--- src/rtl/mc_pkg.sv ---
// mc_pkg: shared definitions for the multi-cycle MIPS-I datapath.
// Contents: opcode/funct encodings, controller state enum, ALU op enum,
// and the decoded instruction class.
package mc_pkg;

    localparam logic [5:0] OP_RTYPE = 6'h00;
    localparam logic [5:0] OP_J     = 6'h02;
    localparam logic [5:0] OP_BEQ   = 6'h04;
    localparam logic [5:0] OP_ADDI  = 6'h08;
    localparam logic [5:0] OP_LW    = 6'h23;
    localparam logic [5:0] OP_SW    = 6'h2B;

    localparam logic [5:0] FN_ADD   = 6'h20;
    localparam logic [5:0] FN_SUB   = 6'h22;
    localparam logic [5:0] FN_AND   = 6'h24;
    localparam logic [5:0] FN_OR    = 6'h25;
    localparam logic [5:0] FN_SLT   = 6'h2A;

    typedef enum logic [2:0] {
        S_IDLE, S_FETCH, S_DECODE, S_EXEC, S_MEM, S_WB, S_HALT
    } state_t;

    typedef enum logic [2:0] {
        ALU_ADD, ALU_SUB, ALU_AND, ALU_OR, ALU_SLT
    } alu_op_t;

    typedef enum logic [2:0] {
        I_RTYPE, I_ADDI, I_LW, I_SW, I_BEQ, I_J
    } iclass_t;

endpackage

--- src/rtl/mc_regfile.sv ---
// mc_regfile: architectural register file.
// Ports: clk/reset (sync, active-high, clears all registers),
//        ra1/ra2 -> rd1/rd2 combinational read ports,
//        we/wa/wd synchronous write port. Register 0 reads zero and
//        ignores writes.
module mc_regfile
    import mc_pkg::*;
#(
    parameter int XLEN  = 32,
    parameter int NREGS = 32,
    localparam int AW   = $clog2(NREGS)
) (
    input  logic            clk,
    input  logic            reset,
    input  logic [AW-1:0]   ra1,
    input  logic [AW-1:0]   ra2,
    output logic [XLEN-1:0] rd1,
    output logic [XLEN-1:0] rd2,
    input  logic            we,
    input  logic [AW-1:0]   wa,
    input  logic [XLEN-1:0] wd
);

    logic [XLEN-1:0] regs [NREGS];

    always_ff @(posedge clk) begin
        if (reset) begin
            for (int i = 0; i < NREGS; i++) regs[i] <= '0;
        end else if (we && (wa != '0)) begin
            regs[wa] <= wd;
        end
    end

    assign rd1 = (ra1 == '0) ? '0 : regs[ra1];
    assign rd2 = (ra2 == '0) ? '0 : regs[ra2];

endmodule

--- src/rtl/multicycle_datapath.sv ---
// multicycle_datapath: multi-cycle MIPS-I integer core (add/sub/and/or/slt,
// addi, lw, sw, beq, j) with req/ready instruction and data memory ports.
// Ports: clk, reset (sync, active-high);
//        imem_req/imem_addr/imem_ready/imem_rdata - instruction fetch;
//        dmem_req/dmem_we/dmem_addr/dmem_wdata/dmem_ready/dmem_rdata - data;
//        retire - pulse per completed instruction; pc_out - current PC;
//        halted - sticky, set after an illegal instruction is decoded.
module multicycle_datapath
    import mc_pkg::*;
#(
    parameter int              XLEN     = 32,
    parameter int              NREGS    = 32,
    parameter logic [XLEN-1:0] PC_RESET = '0
) (
    input  logic            clk,
    input  logic            reset,
    output logic            imem_req,
    output logic [XLEN-1:0] imem_addr,
    input  logic            imem_ready,
    input  logic [31:0]     imem_rdata,
    output logic            dmem_req,
    output logic            dmem_we,
    output logic [XLEN-1:0] dmem_addr,
    output logic [XLEN-1:0] dmem_wdata,
    input  logic            dmem_ready,
    input  logic [XLEN-1:0] dmem_rdata,
    output logic            retire,
    output logic [XLEN-1:0] pc_out,
    output logic            halted
);

    localparam int AW = $clog2(NREGS);

    state_t          state;
    iclass_t         cls;
    alu_op_t         alu_op;
    logic [XLEN-1:0] pc, a, b, imm, alu_out, mdr;
    logic [31:0]     ir;

    // Instruction fields
    logic [5:0]    op, funct;
    logic [AW-1:0] rs, rt, rd;
    assign op    = ir[31:26];
    assign funct = ir[5:0];
    assign rs    = ir[21 +: AW];
    assign rt    = ir[16 +: AW];
    assign rd    = ir[11 +: AW];

    // shamt and the unused high register-field bits carry no meaning here
    logic unused_ir;
    assign unused_ir = ^ir;

    // Register file
    logic [XLEN-1:0] rd1, rd2, wb_data;
    logic [AW-1:0]   wb_addr;
    logic            wb_en;

    assign wb_en   = (state == S_WB) && !reset;
    assign wb_addr = (cls == I_RTYPE) ? rd : rt;
    assign wb_data = (cls == I_LW) ? mdr : alu_out;

    mc_regfile #(.XLEN(XLEN), .NREGS(NREGS)) u_regfile (
        .clk   (clk),
        .reset (reset),
        .ra1   (rs),
        .ra2   (rt),
        .rd1   (rd1),
        .rd2   (rd2),
        .we    (wb_en),
        .wa    (wb_addr),
        .wd    (wb_data)
    );

    // Decode
    logic    dec_illegal;
    iclass_t dec_cls;
    alu_op_t dec_alu;

    always_comb begin
        dec_illegal = 1'b0;
        dec_cls     = I_ADDI;
        dec_alu     = ALU_ADD;
        case (op)
            OP_RTYPE: begin
                dec_cls = I_RTYPE;
                case (funct)
                    FN_ADD:  dec_alu = ALU_ADD;
                    FN_SUB:  dec_alu = ALU_SUB;
                    FN_AND:  dec_alu = ALU_AND;
                    FN_OR:   dec_alu = ALU_OR;
                    FN_SLT:  dec_alu = ALU_SLT;
                    default: dec_illegal = 1'b1;
                endcase
            end
            OP_ADDI: dec_cls = I_ADDI;
            OP_LW:   dec_cls = I_LW;
            OP_SW:   dec_cls = I_SW;
            OP_BEQ:  dec_cls = I_BEQ;
            OP_J:    dec_cls = I_J;
            default: dec_illegal = 1'b1;
        endcase
    end

    // ALU: second operand is rt for R-type, the sign-extended immediate otherwise
    logic [XLEN-1:0] opb, alu_res;
    assign opb = (cls == I_RTYPE) ? b : imm;

    always_comb begin
        alu_res = '0;
        case (alu_op)
            ALU_ADD: alu_res = a + opb;
            ALU_SUB: alu_res = a - opb;
            ALU_AND: alu_res = a & opb;
            ALU_OR:  alu_res = a | opb;
            ALU_SLT: alu_res = {{(XLEN-1){1'b0}}, ($signed(a) < $signed(opb))};
            default: alu_res = '0;
        endcase
    end

    // Controller. pc already holds pc+4 by the time EXEC runs, so both branch
    // and jump targets are formed from it directly.
    always_ff @(posedge clk) begin
        if (reset) begin
            state    <= S_IDLE;
            pc       <= PC_RESET;
            ir       <= '0;
            a        <= '0;
            b        <= '0;
            imm      <= '0;
            alu_out  <= '0;
            mdr      <= '0;
            cls      <= I_ADDI;
            alu_op   <= ALU_ADD;
            imem_req <= 1'b0;
            dmem_req <= 1'b0;
            dmem_we  <= 1'b0;
            halted   <= 1'b0;
        end else begin
            case (state)
                S_IDLE: begin
                    state    <= S_FETCH;
                    imem_req <= 1'b1;
                end
                S_FETCH: begin
                    if (imem_ready) begin
                        ir       <= imem_rdata;
                        pc       <= pc + XLEN'(4);
                        imem_req <= 1'b0;
                        state    <= S_DECODE;
                    end
                end
                S_DECODE: begin
                    a      <= rd1;
                    b      <= rd2;
                    imm    <= {{(XLEN-16){ir[15]}}, ir[15:0]};
                    cls    <= dec_cls;
                    alu_op <= dec_alu;
                    if (dec_illegal) begin
                        state  <= S_HALT;
                        halted <= 1'b1;
                    end else begin
                        state  <= S_EXEC;
                    end
                end
                S_EXEC: begin
                    case (cls)
                        I_LW, I_SW: begin
                            alu_out  <= alu_res;
                            dmem_req <= 1'b1;
                            dmem_we  <= (cls == I_SW);
                            state    <= S_MEM;
                        end
                        I_BEQ: begin
                            if (a == b) pc <= pc + {imm[XLEN-3:0], 2'b00};
                            imem_req <= 1'b1;
                            state    <= S_FETCH;
                        end
                        I_J: begin
                            pc       <= {pc[XLEN-1:28], ir[25:0], 2'b00};
                            imem_req <= 1'b1;
                            state    <= S_FETCH;
                        end
                        default: begin
                            alu_out <= alu_res;
                            state   <= S_WB;
                        end
                    endcase
                end
                S_MEM: begin
                    if (dmem_ready) begin
                        dmem_req <= 1'b0;
                        dmem_we  <= 1'b0;
                        if (cls == I_SW) begin
                            imem_req <= 1'b1;
                            state    <= S_FETCH;
                        end else begin
                            mdr   <= dmem_rdata;
                            state <= S_WB;
                        end
                    end
                end
                S_WB: begin
                    imem_req <= 1'b1;
                    state    <= S_FETCH;
                end
                S_HALT: state <= S_HALT;
                default: state <= S_IDLE;
            endcase
        end
    end

    // Retire marks the last cycle of each instruction; a reset in that cycle
    // aborts it instead.
    assign retire = !reset &&
                    ((state == S_WB) ||
                     (state == S_EXEC && (cls == I_BEQ || cls == I_J)) ||
                     (state == S_MEM && dmem_ready && cls == I_SW));

    assign imem_addr  = pc;
    assign pc_out     = pc;
    assign dmem_addr  = alu_out;
    assign dmem_wdata = b;

endmodule

--- config.mk ---
export PLATFORM = sky130hd
export DESIGN_NAME = multicycle_datapath
export DESIGN_NICKNAME = d
export VERILOG_FILES = /design/src/rtl/mc_pkg.sv /design/src/rtl/mc_regfile.sv /design/src/rtl/multicycle_datapath.sv
export SDC_FILE = /design/constraint.sdc
export NUM_CORES = 2
export LEC_CHECK = 0
export ABC_AREA = 1
export CAP_MARGIN = 30
export CORE_UTILIZATION = 32
export CTS_BUF_LIST = sky130_fd_sc_hd__clkbuf_2
export DETAILED_ROUTE_END_ITERATION = 10
export SYNTH_ARGS = -nofsm -noshare
export SYNTH_HDL_FRONTEND = slang
export SYNTH_SLANG_ARGS = --single-unit
export TNS_END_PERCENT = 10
--- constraint.sdc ---
create_clock -name clk -period 4.8 [get_ports clk]
set_input_delay 0.72 -clock clk [delete_from_list [all_inputs] [get_ports clk]]
set_output_delay 0.72 -clock clk [all_outputs]
set_load 0.005 [all_outputs]
### Yosys cells after proc, flatten, opt, wreduce, memory -nomap -nowiden

Memories as Yosys holds them, arrays and structs flattened. A register that Yosys moved wholly into a read port is not among the register bits.
Index checks and enable logic that the tools add are counted.

* add/subtract/negate cells: 4
* $lt $le $gt $ge: 1
* eq/ne operators: 35
* mux-type cells: 43
* bitwise logic cells: 4
* reduce and logical (&&, ||, !) cells: 35

Operator list (count)
* 2-to-1 mux 32 bit: 7
* one-hot mux 32 bit (5 select lines): 1
* one-hot mux 32 bit (2 select lines): 2
* adder 32 bit: 2
* == test 6 bit (second input constant): 7
* adder 32 x 3 -> 32 bit (second input constant): 1
* bitwise AND 32 bit: 1
* == test 32 bit: 1
* less-than comparator 32 bit: 1
* bitwise OR 32 bit: 1
* OR reduction 32 bit: 1
* subtractor 32 bit: 1
* 2-to-1 mux 5 bit: 6
* == test 3 x 2 -> 1 bit (second input constant): 6
* == test 3 bit (second input constant): 6
* one-hot mux 3 bit (6 select lines): 1
* 2-to-1 mux 3 bit: 5
* one-hot mux 3 bit (5 select lines): 1
* 2-to-1 mux 1 bit: 14
* != test 2 bit (second input constant): 6
* one-hot mux 3 bit (4 select lines): 1
* zero test 5 bit: 2
* AND reduction 5 bit: 2
* OR reduction 5 bit: 2
* other kinds (23): 44

* bits in registers: 221
* RAM bits: 1024
* logic and storage cells: 138
* memories kept: 1

Memories
* u_regfile.regs: words 32, width 32, read ports 2, clocked after Yosys merged registers in 2, wr ports 32, RTL line mc_regfile.sv:24 `logic [XLEN-1:0] regs [NREGS];`

### Depth between registers and ports, before layout

* depth after elaboration: 9
* mapped depth: 25

### By module

A second synthesis with hierarchy kept.

* cell total of the unflattened synthesis: 10353
* area total of the unflattened synthesis: 75239.7 sq um

Modules (own cells, without submodules)
* mc_regfile: times used 1, cells each 7251, area each 56580.5 sq um, seq. area each 30749.5 sq um
* multicycle_datapath: times used 1, cells each 3102, area each 18659.1 sq um, seq. area each 4384.2 sq um

### Worst setup path before layout

No wires, ideal clock.

* path kind: reg2reg
* from: register cls[1]
* to: register alu_out[29] (netlist: dmem_addr[29])
* library setup time: 0.132 ns
* arrival time: 2.939 ns
* setup slack: 1.728 ns
* cell stages (with the launch flop): 24
* path buffers: 4
* clock period less this slack: 3.072 ns
* path through: dfxtp_1 > nor2_2 > nand2_2 > buf_6 > clkbuf_1 > clkbuf_1 > nand2_1 > o21ai_0 > inv_1 > ha_1 > clkbuf_1 > nand2_1 > nor2_1 > inv_1 > nor2_1 > nand2_1 > nand2_1 > nand2_1 > nand2_1 > nand2_1 > nand3_1 > nand3_1 > nand2_1 > a21oi_1

* cells in the longest elaborated chain, start to end: 4

RTL lines
* from (decl): RTL line multicycle_datapath.sv:35 `iclass_t cls;`
* from (signal assigned): RTL line multicycle_datapath.sv:156 `cls <= dec_cls;`
* zero test 3 bit or == test 3 bit (tied branches): RTL line multicycle_datapath.sv:106, multicycle_datapath.sv:166
* 2-to-1 mux 32 bit or OR reduction 2 bit (tied branches)
* subtractor 32 bit (tied with other cells): RTL line multicycle_datapath.sv:112 `ALU_SUB: alu_res = a - opb;`
* one-hot mux 32 bit (5 select lines) or AND reduction 2 bit (tied branches)
* to (signal assigned): RTL line multicycle_datapath.sv:168 `alu_out <= alu_res;`
* to (signal assigned): RTL line multicycle_datapath.sv:184 `alu_out <= alu_res;`
* to (decl): RTL line multicycle_datapath.sv:37 `logic [XLEN-1:0] pc, a, b, imm, alu_out, mdr;`

Several ways; a longest one is shown, not always the timed one.
A chain may end at the register's enable or synchronous reset.

### Worst setup path after layout

* from: register cls[1]
* to: output port retire

* cells in the longest elaborated chain, start to end: 6

RTL lines
* == test 3 bit: RTL line multicycle_datapath.sv:216 `(state == S_EXEC && (cls == I_BEQ || cls == I_J)) ||`
* logical OR 1 bit: RTL line multicycle_datapath.sv:216
* logical AND 1 bit: RTL line multicycle_datapath.sv:216
* logical OR 1 bit: RTL line multicycle_datapath.sv:215 `((state == S_WB) ||`
* logical OR 1 bit *: RTL line multicycle_datapath.sv:216
* logical AND 1 bit *: RTL line multicycle_datapath.sv:214 `assign retire = !reset &&`
* to (decl): RTL line multicycle_datapath.sv:27 `output logic retire,`

Every way passes the cells marked *; elsewhere a longest branch is shown, timed or not.

==> run_results.csv <==
group,metric,value,unit
worst_setup_path,criticalPathCategory,"register to output pin",
timing,maxSlewHeadroom,12.6,%
worst_setup_path,worst-path-buf-inv,3,
job,max-cap-violations,0,
detailed_routing,drc,22,
clock_tree,cts_tree,"yes",
die,die_area,0.229,mm²
global_routing,grt_max_degree,143,
timing,setup_viol,0,
run_status,outcome,"finished with violations",
cells_and_area,regArea,0.0354,mm²
timing,worst_pin_slew,1.31,ns
cells_and_area,layout_commonest_cell,"nor2_1",
worst_setup_path,cp_slowest_cell,"clkdlybuf4s50_1",
detailed_routing,ant_nets,0,
worst_setup_path,crit_required,4.08,ns
worst_setup_path,arrival,3.71,ns
cells_and_area,drive_above_1_share,11.0,%
die,coreArea,0.225,mm²
placed_design,post_dp_cell_area,0.0785,mm²
clock_tree,clock_sinks,1253,
synthesis,synth_warnings,0,
worst_setup_path,cpPeakStageDelay,0.55,ns
clock_tree,cts_buffers,351,
worst_setup_path,cp-start-kind,"register",
detailed_routing,vias_per_cell,5.77,
detailed_routing,vias,68232,
die,die_width,478,µm
timing,hold_viol,0,
placed_design,dp_hpwl,192,mm
hold_path,hold_path.class,"input port to register",
timing,rsz0062_at_grt,"false",
worst_setup_path,crit_chain,"inv_1 -> nor2_2 -> inv_1 -> nor2_1 -> nand3_1 -> a21oi_2 -> clkdlybuf4s50_1",
global_routing,antenna_found_initial,6,
clock_tree,cts_buffer_depth,4,
detailed_routing,first_pass_iters,11,
power_and_ir_drop,p_per_area,466,mW/mm²
detailed_routing,drt_iter0_drc,9331,
worst_setup_path,cp_max_fo,5,
cells_and_area,nets,8788,
worst_setup_path,end_kind,"output pin",
synthesis,synth-seq-area-share,48.7,%
detailed_routing,wl,299,mm
synthesis,synth.distinct_cells,50,
timing,max_freq,226,MHz
clock_tree,clk-insertion-delay-late,1.95,ns
timing,period_minus_slack,4.43,ns
die,rows,174,
placed_design,dp_slack,0.720,ns
worst_setup_path,critical-path-top-delay-family,"buffers and inverters",
synthesis,avgSynthCellArea,8.63,µm²
cells_and_area,area_delta_synth_final,13.8,%
placed_design,portBuffers,196,
die,start_util,32.2,%
detailed_routing,wire_per_inst,25.3,µm
timing,layout_setup_ws,0.375,ns
timing,fin_crit_sh,92.2,%
timing,finalSetupTns,0,ns
power_and_ir_drop,p_leak,0.0292,µW
die,die_h,478,µm
worst_setup_path,cpMostUsedCell,"inv_1",
timing,slew_viol_final,0,
synthesis,synth_cells,8410,
global_routing,grt_usage,25.1,%
power_and_ir_drop,vdd_ir_drop_max,260,µV
clock_tree,clk_pin_slew,0.09,ns
clock_tree,cts.htree.levels,5,
cells_and_area,nFillCells,22760,
global_routing,grt_pass1_wl,430,mm
run_status,violations,"design-rule violations",
global_routing,overflow,0,
cells_and_area,multi_input_area,0.0330,mm²
global_routing,grt_pass1_vias,65216,
timing,clock_skew,0.179,ns
cells_and_area,fin_area,0.0826,mm²
die,pin_count,201,
cells_and_area,final_cell_mix,"1733 x nor2_1, 1066 x nand2_1, 1024 x edfxtp_1",
clock_tree,cts_root_buffer,"clkbuf_2",
synthesis,ys_ff_latch,1253,
placed_design,gp_congestion,0.925,
synthesis,syn-cell-area,0.0725,mm²
[what timing repair did]
item,in CTS,in global routing
hold buffers,113,0
pin swaps,1,0
setup endpoints to repair,1,1
buffers inserted,1,0
resized for setup,1,1
endpoints found under the hold margin,325,0
[worst paths after layout]
| kind | start | endpoint | slack, ns | cells past startpoint |
|---|---|---|---|---|
| min reg2reg | halted | halted | 0.46 | 2 |
| max reg2reg | cls[2] | dmem_addr[26] | 0.69 | 19 |
| min | dmem_rdata[1] | mdr[1] | 0.18 | 4 |
| max | cls[1] | retire | 0.37 | 7 |
[state kept, by name (all words and copies together), names as in the netlist, 16 cells and up, named ones only]
| name | cells |
|---|---|
| a | 32 |
| ir | 32 |
| dmem_addr | 32 |
| mdr | 32 |
| imem_addr | 30 |
| dmem_wdata | 32 |
| imm | 16 |
| u_regfile.regs | 1024 |
[through the flow]
step           power [µW]  util, %  hold slack (ns)  cells
6_report            38500     36.7            0.178  11821
5_1_grt             40400     36.7           0.0182  11820
4_1_cts             38200     36.7          0.00168  11811
3_5_place_dp        30600     34.9            0.446  11107
3_3_place_gp        30300     34.6            0.448  11084
2_1_floorplan       24000        -            0.440   8445
[metal layers]
metal | global-route usage (%) | share of wire, %
met5 | 0 | 0.011
met4 | 10.9 | 4.2
met3 | 5.57 | 11
met2 | 40.0 | 45
met1 | 32.5 | 40
[worst min-delay path: stages]
cell	delay (ns)
dlygate4sd3_1	0.55
clkdlybuf4s50_1	0.43
nor2_1	0.10
nor2_1	0.05
[power by group]
group | internal (µW) | total, µW | switching (µW)
Sequential | 12400 | 13700 | 1240
Combinational | 5290 | 17300 | 12000
Clock | 2810 | 7570 | 4770
[logic make-up (layout without fill, tap and decap cells)]
group | after synthesis | count (layout) | synth area share (%)
other | 1 | 45 | 0.00517
buffers and inverters | 1207 | 1582 | 6.74
AO/OA/AOI/OAI | 1704 | 1704 | 15.1
adder cells (fa/ha/maj) | 137 | 137 | 2.39
multiplexers | 416 | 416 | 5.74
AND/OR/NAND/NOR | 3650 | 3650 | 20.8
flip-flops | 1253 | 1253 | 48.7
XOR/XNOR | 42 | 42 | 0.507
[synth_stat cells (all sizes together)]
cell | instances | area [µm²]
nand3 | 567 | 2840
o2111ai | 8 | 70.1
inv | 463 | 1740
and3 | 1 | 6.26
buf | 189 | 1070
o22ai | 17 | 106
clkbuf | 550 | 2060
o21bai | 72 | 541
nand2 | 1117 | 4300
nor4 | 9 | 56.3
a211oi | 2 | 15.0
a21boi | 6 | 45.0
nor3 | 43 | 259
and2 | 4 | 25.0
a21o | 1 | 7.51
fa | 3 | 60.1
edfxtp | 1024 | 30700
ha | 134 | 1680
a31oi | 5 | 31.3
mux2i | 416 | 4160
nor3b | 3 | 22.5
a2111oi | 1 | 8.76
dfxtp | 229 | 4580
xor2 | 19 | 166
a32oi | 64 | 561
clkinv | 5 | 18.8
nor2 | 1824 | 7080
o21a | 2 | 15.0
nand4 | 56 | 350
or2 | 14 | 87.6
o21ai | 666 | 3370
nand3b | 12 | 90.1
conb | 1 | 3.75
o211ai | 67 | 503
a21oi | 343 | 1720
o221ai | 448 | 3920
o31ai | 2 | 15.0
xnor2 | 23 | 201
[layout make-up]
class	instances	share of cell area [%]
antenna	9	0.0273
clock buffer	509	3.09
clock inverter	81	0.393
inverter	468	2.16
multi-input combinational	5985	39.9
sequential	1253	42.8
tap	2992	4.53
timing repair buffer	524	7.02
(Power assumes the default switching activity.)
